==> config.mk <==
export PLATFORM = sky130hd
export DESIGN_NAME = uart_tx_block
export DESIGN_NICKNAME = d
export VERILOG_FILES = /design/src/rtl/uart_tx_block.sv
export SDC_FILE = /design/constraint.sdc
export NUM_CORES = 1
export LEC_CHECK = 0
export BUFFER_PORTS_ARGS = -buffer_cell sky130_fd_sc_hd__buf_2
export CAP_MARGIN = 40
export CORE_UTILIZATION = 60
export DETAILED_ROUTE_END_ITERATION = 12
export GPL_TIMING_DRIVEN = 1
export PLACE_DENSITY = 0.82
export SLEW_MARGIN = 20
export SYNTH_ARGS = -nofsm -noshare
export SYNTH_HDL_FRONTEND = slang
export SYNTH_SLANG_ARGS = --single-unit
==> constraint.sdc <==
create_clock -name clk -period 3.9 [get_ports clk]
set_input_delay 0.585 -clock clk [delete_from_list [all_inputs] [get_ports clk]]
set_output_delay 0.585 -clock clk [all_outputs]
set_load 0.05 [all_outputs]
==> src/rtl/uart_tx_block.sv <==
// UART transmitter: accepts one byte over valid/ready and sends it LSB-first as
// start bit, DATA_BITS data bits, stop bit, each held for a latched bit period.
module uart_tx_block #(
  parameter int DATA_BITS   = 8,
  parameter int PERIOD_BITS = 14
) (
  input  logic                   clk,
  input  logic                   n_rst,
  input  logic [PERIOD_BITS-1:0] bit_period,
  input  logic [DATA_BITS-1:0]   tx_data,
  input  logic                   tx_valid,
  output logic                   tx_ready,
  output logic                   serial_out,
  output logic                   tx_busy,
  output logic                   tx_done
);
  localparam int IDX_W = (DATA_BITS > 1) ? $clog2(DATA_BITS) : 1;

  typedef enum logic [1:0] {IDLE, START, DATA, STOP} state_t;

  state_t                 state_q, state_d;
  logic [DATA_BITS-1:0]   shift_q, shift_d;
  logic [PERIOD_BITS-1:0] period_q, period_d;
  logic [PERIOD_BITS-1:0] cnt_q, cnt_d;
  logic [IDX_W-1:0]       idx_q, idx_d;
  logic                   serial_q, serial_d;
  logic                   done_q, done_d;
  logic                   accept, bit_end;

  assign tx_ready   = (state_q == IDLE);
  assign tx_busy    = (state_q != IDLE);
  assign serial_out = serial_q;
  assign tx_done    = done_q;
  assign accept     = tx_valid && tx_ready;
  // Counter runs 1..P inside a bit; the last cycle of every bit is cnt == P.
  assign bit_end    = (cnt_q == period_q);

  always_comb begin
    state_d  = state_q;
    shift_d  = shift_q;
    period_d = period_q;
    cnt_d    = cnt_q;
    idx_d    = idx_q;
    serial_d = serial_q;
    done_d   = 1'b0;
    unique case (state_q)
      IDLE: begin
        cnt_d    = '0;
        serial_d = 1'b1;
        if (accept) begin
          shift_d  = tx_data;
          period_d = (bit_period < PERIOD_BITS'(2)) ? PERIOD_BITS'(2) : bit_period;
          cnt_d    = PERIOD_BITS'(1);
          serial_d = 1'b0;
          state_d  = START;
        end
      end
      START: begin
        cnt_d = bit_end ? PERIOD_BITS'(1) : cnt_q + PERIOD_BITS'(1);
        if (bit_end) begin
          idx_d    = '0;
          serial_d = shift_q[0];
          state_d  = DATA;
        end
      end
      DATA: begin
        cnt_d = bit_end ? PERIOD_BITS'(1) : cnt_q + PERIOD_BITS'(1);
        if (bit_end) begin
          if (idx_q == IDX_W'(DATA_BITS - 1)) begin
            serial_d = 1'b1;
            state_d  = STOP;
          end else begin
            shift_d  = shift_q >> 1;
            serial_d = shift_d[0];
            idx_d    = idx_q + IDX_W'(1);
          end
        end
      end
      STOP: begin
        cnt_d = bit_end ? PERIOD_BITS'(1) : cnt_q + PERIOD_BITS'(1);
        if (bit_end) begin
          cnt_d   = '0;
          done_d  = 1'b1;
          state_d = IDLE;
        end
      end
      default: begin
        serial_d = 1'b1;
        state_d  = IDLE;
      end
    endcase
  end

  always_ff @(posedge clk or negedge n_rst) begin
    if (!n_rst) begin
      state_q  <= IDLE;
      shift_q  <= '0;
      period_q <= '0;
      cnt_q    <= '0;
      idx_q    <= '0;
      serial_q <= 1'b1;
      done_q   <= 1'b0;
    end else begin
      state_q  <= state_d;
      shift_q  <= shift_d;
      period_q <= period_d;
      cnt_q    <= cnt_d;
      idx_q    <= idx_d;
      serial_q <= serial_d;
      done_q   <= done_d;
    end
  end
endmodule

Yosys cells after proc, flatten, opt, wreduce, memory -nomap -nowiden. Cells that the tools add are included.

Add/sub/neg operators: 2. Magnitude comparators: 1. Equality and inequality tests: 11. Mux-type cells: 26. Reduce and logical (&&, ||, !) cells: 12.

Operator list (number): two-way mux 14 bit (3); case mux 14 bit (3 select lines) (1); two-way mux 8 bit (3); case mux 8 bit (2 select lines) (1); adder 14 x 1 -> 14 bit, second input constant (1); equality test 14 bit (1); < comparator 14 x 2 -> 1 bit, second input constant (1); two-way mux 2 bit (5); != test 2 bit, second input constant (5); two-way mux 3 bit (3); case mux 2 bit (4 select lines) (1); AND reduction 4 bit (2); two-way mux 1 bit (7); case mux 3 bit (2 select lines) (1); nonzero test 2 bit (3); AND reduction 5 bit (1); equality test 2 bit, second input constant (2); adder 3 x 1 -> 3 bit, second input constant (1); equality test 3 bit, second input constant (1); case mux 1 bit (3 select lines) (1); AND reduction 3 bit (1); nonzero test 3 bit (1); equality test 2 x 1 -> 1 bit, second input constant (1); logical NOT 2 bit (1); 4 further kinds (4).

Bits in registers: 43. Input bits: 25. Output and inout port bits: 4. Word-level logic and storage cells: 59.

Logic depth before layout (Yosys ltp). Gate-level depths: netlist (run 1).

Depth after elaboration: 4. Depth in mapped cells: 8. Gate-level depth less buffers: 6.

Worst setup path after synthesis (run 1). Ideal clock, no wire load.

Kind: register to register. Start: register state_q[0]. End: register state_q[0]. Setup time: 125 ps. Arrival: 2167 ps. Data required time: 3775 ps. Path slack: 1609 ps. Stages on the path, launching flop included: 7. Path buffers: 0. Clock period less this slack: 2291 ps. Cells stage by stage: dfrtp_1 -> inv_1 -> ha_1 -> inv_1 -> nor2_1 -> a221oi_1 -> mux2_2.

Cells in the longest elaborated chain, start to end: 4. Elaborated cells between the ends (all ways): 12. Those cells by class: eq/ne (8); mux (1); reduce/logical (3).

RTL lines: from (decl) (line 21) `state_t state_q, state_d;`; from (signal assigned) (line 104) `state_q <= state_d;`; logical NOT 2 bit * (line 30) `assign tx_ready = (state_q == IDLE);`; named net tx_ready (line 12) `output logic tx_ready,`; logical AND 1 bit (line 34) `assign accept = tx_valid && tx_ready;`; != test 2 x 1 -> 1 bit (no source line); AND reduction 5 bit (no source line).

Mark *: on every way through the listed nets, which the timed path passes. The rest lies on a longest branch. A chain may end at the register's enable or synchronous reset.

Final worst setup path (run 1).
Start: register cnt_q[9]. End: register state_q[1].

Cells in the longest elaborated chain, start to end: 3. Elaborated cells between the ends (all ways): 5. Those cells by class: eq/ne (4); reduce/logical (1).

RTL lines: from (decl) (line 24) `logic [PERIOD_BITS-1:0] cnt_q, cnt_d;`; from (signal assigned) (line 107) `cnt_q <= cnt_d;`; equality test 14 bit * (line 36) `assign bit_end = (cnt_q == period_q);`; != test 2 bit (no source line); AND reduction 5 bit (no source line) *.

Mark *: on every way between the ends. The rest lies on a longest branch, timed or not.

==> impl_metrics.tcl, run 1 <==
set metrics [dict create \
    coreArea_sq_mm 0.00369 \
    crit_path_end_kind "flip-flop" \
    hp-class "in -> async" \
    cts_tree "done" \
    nets 289 \
    synth_compound_area_frac 0.145 \
    clock_path_buffers 2 \
    die-area_sq_mm 0.00415 \
    antenna-diode-count 0 \
    syn_to_final_growth_pct 11.7 \
    grt_pass1_wl_microns 8140 \
    synth_seq_cells 43 \
    drtIter0Drc 114 \
    tightest_slew_ps 699 \
    yosys_warnings 0 \
    cts_buffers 5 \
    ir_drop_mv 0.528 \
    run_status "completed" \
    dr.pass1.iters 4 \
    die_w_microns 64.4 \
    dp_cells 296 \
    hold_ws_ps 253 \
    root_buffer "clkbuf_8" \
    initial_core_util 0.634 \
    synth_top_area_frac 0.449 \
    synth_mux_area_frac 0.0722 \
    dp_hpwl_microns 3370 \
    postCtsSetupRepairBufs 0 \
    yosys.area_share.simple 0.145 \
    synth.largest_area_cell "dfrtp_1" \
    grt_start_max_net_pins 23 \
    cts_htree_levels 2 \
    synthAdderAreaFrac 0.0481 \
    syn-instance-count 229 \
    fin_worst_skew_ps 4.57 \
    clk_latency_ps 300 \
    clkTransAtPathRegs_ps 80 \
    postRouteWirelength_microns 4670 \
    hold_viol 0 \
    final_cells 304 \
    worstPathRequired_ps 4090 \
    fmax_mhz 442 \
    drcViolationCount 0 \
    yosys-top-cells-area "dfrtp_1, mux2_2, xor2_1" \
    synth_top_family_by_area "compound AO/OA/AOI/OAI gates" \
    cp.arrival_ps 2450 \
    maxSlewHeadroom 0.534 \
    num_vias 1781 \
    avgRoutedWirePerCell_microns 15.4 \
    synth_nets 263 \
    slew_viol_final 0 \
    syn_avg_cell_area_sq_um 10.2 \
    crit_path_start_kind "flip-flop" \
    power_density_mw_per_mm2 678 \
    ctsResizeCount 0 \
    gp_congestion 0.812 \
    cp_max_fo 22 \
    pin_count 29 \
    synth.yosys.seq_area_share 0.460 \
    cts_sinks 43 \
    synth_cell_types 36 \
    viasPerCell 5.86 \
    ant_nets 0 \
    setup_viol 0 \
    maxCapViolations 0 \
    grt_use_total 0.261 \
    antenna_found_initial 0 \
    port_buffers 28 \
    post-route-period-util 0.580 \
    grt_overflow 0 \
    period_minus_slack_ps 2260 \
    cts_hold_buf 0 \
    dieHeight_microns 64.4 \
    syn-cell-area_sq_mm 0.00234 \
    rows 22 \
    drive_gt1_frac 0.211 \
    fin_setup_tns_ps 0 \
    crit_type "reg -> reg" \
    r2r_setup_slack_ps 1640 \
    synthXorXnorAreaFrac 0.0973 \
    grt_setup_unrepaired "false" \
    grt_pass1_vias 1790 \
    leakagePower_nw 1.20 \
]
## per-stage QoR
step                      worst slack [ps]  instance area, sq um  total power [W]   util
after CTS                             1630                  2610          0.00178  0.708
after global routing                  1470                  2610          0.00190  0.708
final                                 1640                  2610          0.00177  0.708
after global placement                1780                  2500          0.00148  0.679
after detailed placement              1720                  2530          0.00151  0.686
after floorplan                       1610                  2340          0.00133      -
## cells in the final DEF, fill, tap and decap left out, types with 2 or more instances in the layout
cell type / instances
a2111o_1: 6
a21oi_1: 9
and3_1: 7
buf_2: 28
clkbuf_1: 2
clkbuf_8: 5
dfrtp_1: 42
ha_1: 9
inv_1: 8
mux2_2: 15
nand2_1: 14
nand3_1: 7
nand4_1: 4
nor2_1: 29
nor4_1: 5
o211a_1: 6
o211ai_1: 2
o21ai_0: 4
o22ai_1: 8
o311ai_0: 2
xnor2_1: 7
xor2_1: 19
## report_power, final
group          switching (W)  internal (W)
Sequential          0.000126      0.000592
Combinational       0.000440      0.000338
Clock               0.000150      0.000126
Total               0.000716       0.00106
## cells in the mapped netlist
cell and number:
a2111o_1 6, o211a_1 6, and2_1 1, nand2b_1 1, or4b_1 1, xnor2_1 7, a221oi_1 1, and4_1 1
o221a_2 1, buf_2 2, o211ai_1 2, nand3_1 7, a21oi_1 9, o22a_1 1, a211o_1 1, ha_1 9
mux2_2 15, clkbuf_1 9, or2_2 1, a31oi_1 1, nor4_1 5, o21ai_1 1, o22ai_1 8, nand4_1 4
a21o_1 1, o311ai_0 2, a22o_1 1, nor2_1 29, nand2_1 14, and3_1 7, o21ai_0 4, dfstp_2 1
nor3_1 1, inv_1 8, xor2_1 19, dfrtp_1 42
## metal layers
layer	part of all wire	up-vias	GRT usage
met5	0	-	0
met4	0.020	0	0.0944
met3	0.036	7	0.0669
met2	0.51	37	0.445
met1	0.44	863	0.318
li1	-	874	-
## final cells by class
type | instances | area [sq um]
clock inverter | 1 | 5.00
tap | 48 | 60.1
fill | 289 | 1080
sequential | 43 | 1080
clock buffer | 7 | 76.3
timing repair buffer | 30 | 175
inverter | 8 | 30.0
multi-input combinational | 167 | 1190
## state kept, by name, indices dropped and copies added, names as in the netlist
register / flops
idx_q: 3
cnt_q: 14
tx_done: 1
period_q: 14
shift_q: 8
state_q: 2
serial_out: 1
## cell families (layout without fill, tap and decap cells)
logic type	count (synthesis)	in the layout
buf+inv	19	46
simple gates	72	72
compound gates	45	45
fa+ha+maj	9	9
mux	15	15
xor+xnor	26	26
flops	43	43
## worst paths after layout
kind	start	endpoint	cells past startpoint
setup / recovery	cnt_q[9]	state_q[1]	6
hold / removal	n_rst	period_q[13]	1
setup reg to reg	cnt_q[9]	state_q[1]	6
hold reg to reg	period_q[0]	period_q[0]	2
max in group asynchronous	n_rst	idx_q[2]	2
min in group clk	period_q[0]	period_q[0]	2
## worst max-delay path, stage by stage, from the launching register on
cell      delay [ps]
dfrtp_1          450
xor2_1           180
nor4_1           320
nand4_1          150
buf_4            230
a221oi_1         430
mux2_2           390
Power figures use the tool's default switching activity.
==> run 2, diff against run 1 <==
--- a/config.mk
+++ b/config.mk
@@ -7,10 +7,10 @@
 export LEC_CHECK = 0
 export BUFFER_PORTS_ARGS = -buffer_cell sky130_fd_sc_hd__buf_2
 export CAP_MARGIN = 40
-export CORE_UTILIZATION = 60
+export CORE_UTILIZATION = 52
 export DETAILED_ROUTE_END_ITERATION = 12
 export GPL_TIMING_DRIVEN = 1
-export PLACE_DENSITY = 0.82
+export PLACE_DENSITY = 0.76
 export SLEW_MARGIN = 20
 export SYNTH_ARGS = -nofsm -noshare
 export SYNTH_HDL_FRONTEND = slang
==> constraint.sdc (replaced) <==
create_clock -name clk -period 1.9 [get_ports clk]
set_input_delay 0.285 -clock clk [delete_from_list [all_inputs] [get_ports clk]]
set_output_delay 0.285 -clock clk [all_outputs]
set_load 0.05 [all_outputs]
==> impl_metrics.tcl, run 2 (synthesized netlist as in run 1, its figures left out) <==
set metrics [dict create \
    top_usage_layer "met2" \
    port_buffers 28 \
    fill_cells 356 \
    clkTransAtPathRegs_ps 80 \
    setup_slack_ps -39.0 \
    crit_path_start_kind "flip-flop" \
    avgRoutedWirePerCell_microns 16.0 \
    final_cells 327 \
    cts_buffers 5 \
    run_status "finished with violations" \
    postRouteWirelength_microns 5230 \
    hp-class "in -> async" \
    rows 24 \
    root_buffer "clkbuf_8" \
    grt_pass1_vias 1876 \
    crit_type "reg -> reg" \
    die_w_microns 69.1 \
    maxSlewHeadroom 0.637 \
    groute.layer.met1.usage 0.323 \
    power_density_mw_per_mm2 1440 \
    antenna-diode-count 0 \
    final_common_cell "dfrtp_1" \
    r2r_start "period_q[8]" \
    leakagePower_nw 1.32 \
    maxCapViolations 0 \
    hold_viol 0 \
    timing.rr.end "shift_q[5]" \
    drcViolationCount 0 \
    crit_path_end_kind "flip-flop" \
    dieHeight_microns 69.1 \
    dp_hpwl_microns 3560 \
    pin_count 29 \
    slew_viol_final 0 \
    ir_drop_mv 0.723 \
    period_minus_slack_ps 1940 \
    cts_tree "done" \
    setup_viol 6 \
    initial_core_util 0.537 \
    layout_common_cells "dfrtp_1, buf_2, nor2_1" \
    reg_top3 "cnt_q: 14 flops, period_q: 14 flops, shift_q: 8 flops" \
    crit_chain "xor2_1, nor4_1, nand4_1, buf_6, buf_2, a2111o_1, o211a_1" \
    grt_pass1_wl_microns 8760 \
    crit_buf_inv 2 \
    clock_path_buffers 2 \
    syn_to_final_growth_pct 22.0 \
    grt_overflow 0 \
    post-route-period-util 1.02 \
    use_met2 0.370 \
    critPathTopFamily "compound AO/OA/AOI/OAI gates" \
    antenna_found_initial 0 \
    die-area_sq_mm 0.00477 \
    viasPerCell 5.71 \
    cp_max_fo 5 \
    dr.pass1.iters 4 \
    worstPathRequired_ps 2090 \
    grt_start_max_net_pins 44 \
    ant_nets 0 \
    max_stage_delay_ps 410 \
    fmax_mhz 516 \
    violations "negative setup slack" \
    grt_use_total 0.235 \
    clk_latency_ps 300 \
    fin_util 0.655 \
    cts_sinks 43 \
    tightest_slew_ps 545 \
    crit_slowest_cell "dfrtp_1" \
    drive_gt1_frac 0.305 \
    reg2reg_depth 7 \
    dp_cells 316 \
    nets 309 \
    gp_congestion 0.793 \
    fin_worst_skew_ps 6.89 \
    cts_htree_levels 2 \
    num_vias 1867 \
    drtIter0Drc 107 \
    globalRouteMet3Util 0.0512 \
    r2r_setup_slack_ps -40 \
    coreArea_sq_mm 0.00435 \
    grt_setup_unrepaired "true" \
    hold_ws_ps 36.4 \
    cp.arrival_ps 2130 \
]
## run 2: changes by cell type in the layout (fill, tap and decap cells not counted), moves of 2 or more
cell        change
nand2_1         -2
clkinvlp_4      +2
buf_4          +16
mux2_2          -2
clkbuf_1        -2
buf_2           +2
o311ai_1        +2
o311ai_0        -2
mux2_4          +2
buf_6           +2
## run 2: repair_timing
action | 4_1_cts | 5_1_grt
endpoints found under the setup margin | 4 | 24
cloned | 0 | 2
gates resized for setup | 0 | 15
setup buffers | 0 | 2
hold buffers | 0 | 0
pin swaps | 0 | 7
## run 2: metrics by stage
| step | TNS [ps] | instance area, sq um | setup WS (ps) | power [W] |
|---|---|---|---|---|
| global route | -1650 | 2850 | -167 | 0.00438 |
| global placement | 0 | 2670 | 20.0 | 0.00320 |
| CTS | -78.2 | 2770 | -32.7 | 0.00399 |
| detailed placement | -25.5 | 2670 | -17.4 | 0.00327 |
| floorplan | 0 | 2360 | 5.36 | 0.00278 |
| finish | -150 | 2850 | -39.0 | 0.00411 |
## run 2: layout make-up
cell class,instances,area [sq um],area share
inverter,8,33.8,0.0118
clock buffer,5,68.8,0.0241
timing repair buffer,50,320,0.112
sequential,43,1080,0.377
multi-input combinational,167,1250,0.438
tap,52,65.1,0.0228
clock inverter,2,37.5,0.0132
## run 2: worst max-delay path by stage
stage                      end  cells past startpoint          from
floorplan           state_q[0]                      6    state_q[0]
global placement    state_q[0]                      5      cnt_q[3]
detailed placement  state_q[1]                      5      cnt_q[3]
CTS                 shift_q[6]                      6      cnt_q[3]
global route        shift_q[3]                      7  period_q[10]
finish              shift_q[5]                      7   period_q[8]
## run 2: layer usage
layer / part of all wire / routed length (microns) / vias up
met1: 0.46 / 2430 / 909
li1: - / - / 912
met3: 0.031 / 163 / 6
met2: 0.49 / 2570 / 40
met4: 0.012 / 61 / 0
met5: 0 / 0 / -
## run 2: report_power, final
group / total (W) / switching, W / leakage, nW / internal (W)
Sequential: 0.00148 / 0.000262 / 0.534 / 0.00122
Combinational: 0.00194 / 0.00105 / 0.736 / 0.000890
Clock: 0.000696 / 0.000312 / 0.0502 / 0.000384
Total: 0.00411 / 0.00162 / 1.32 / 0.00249
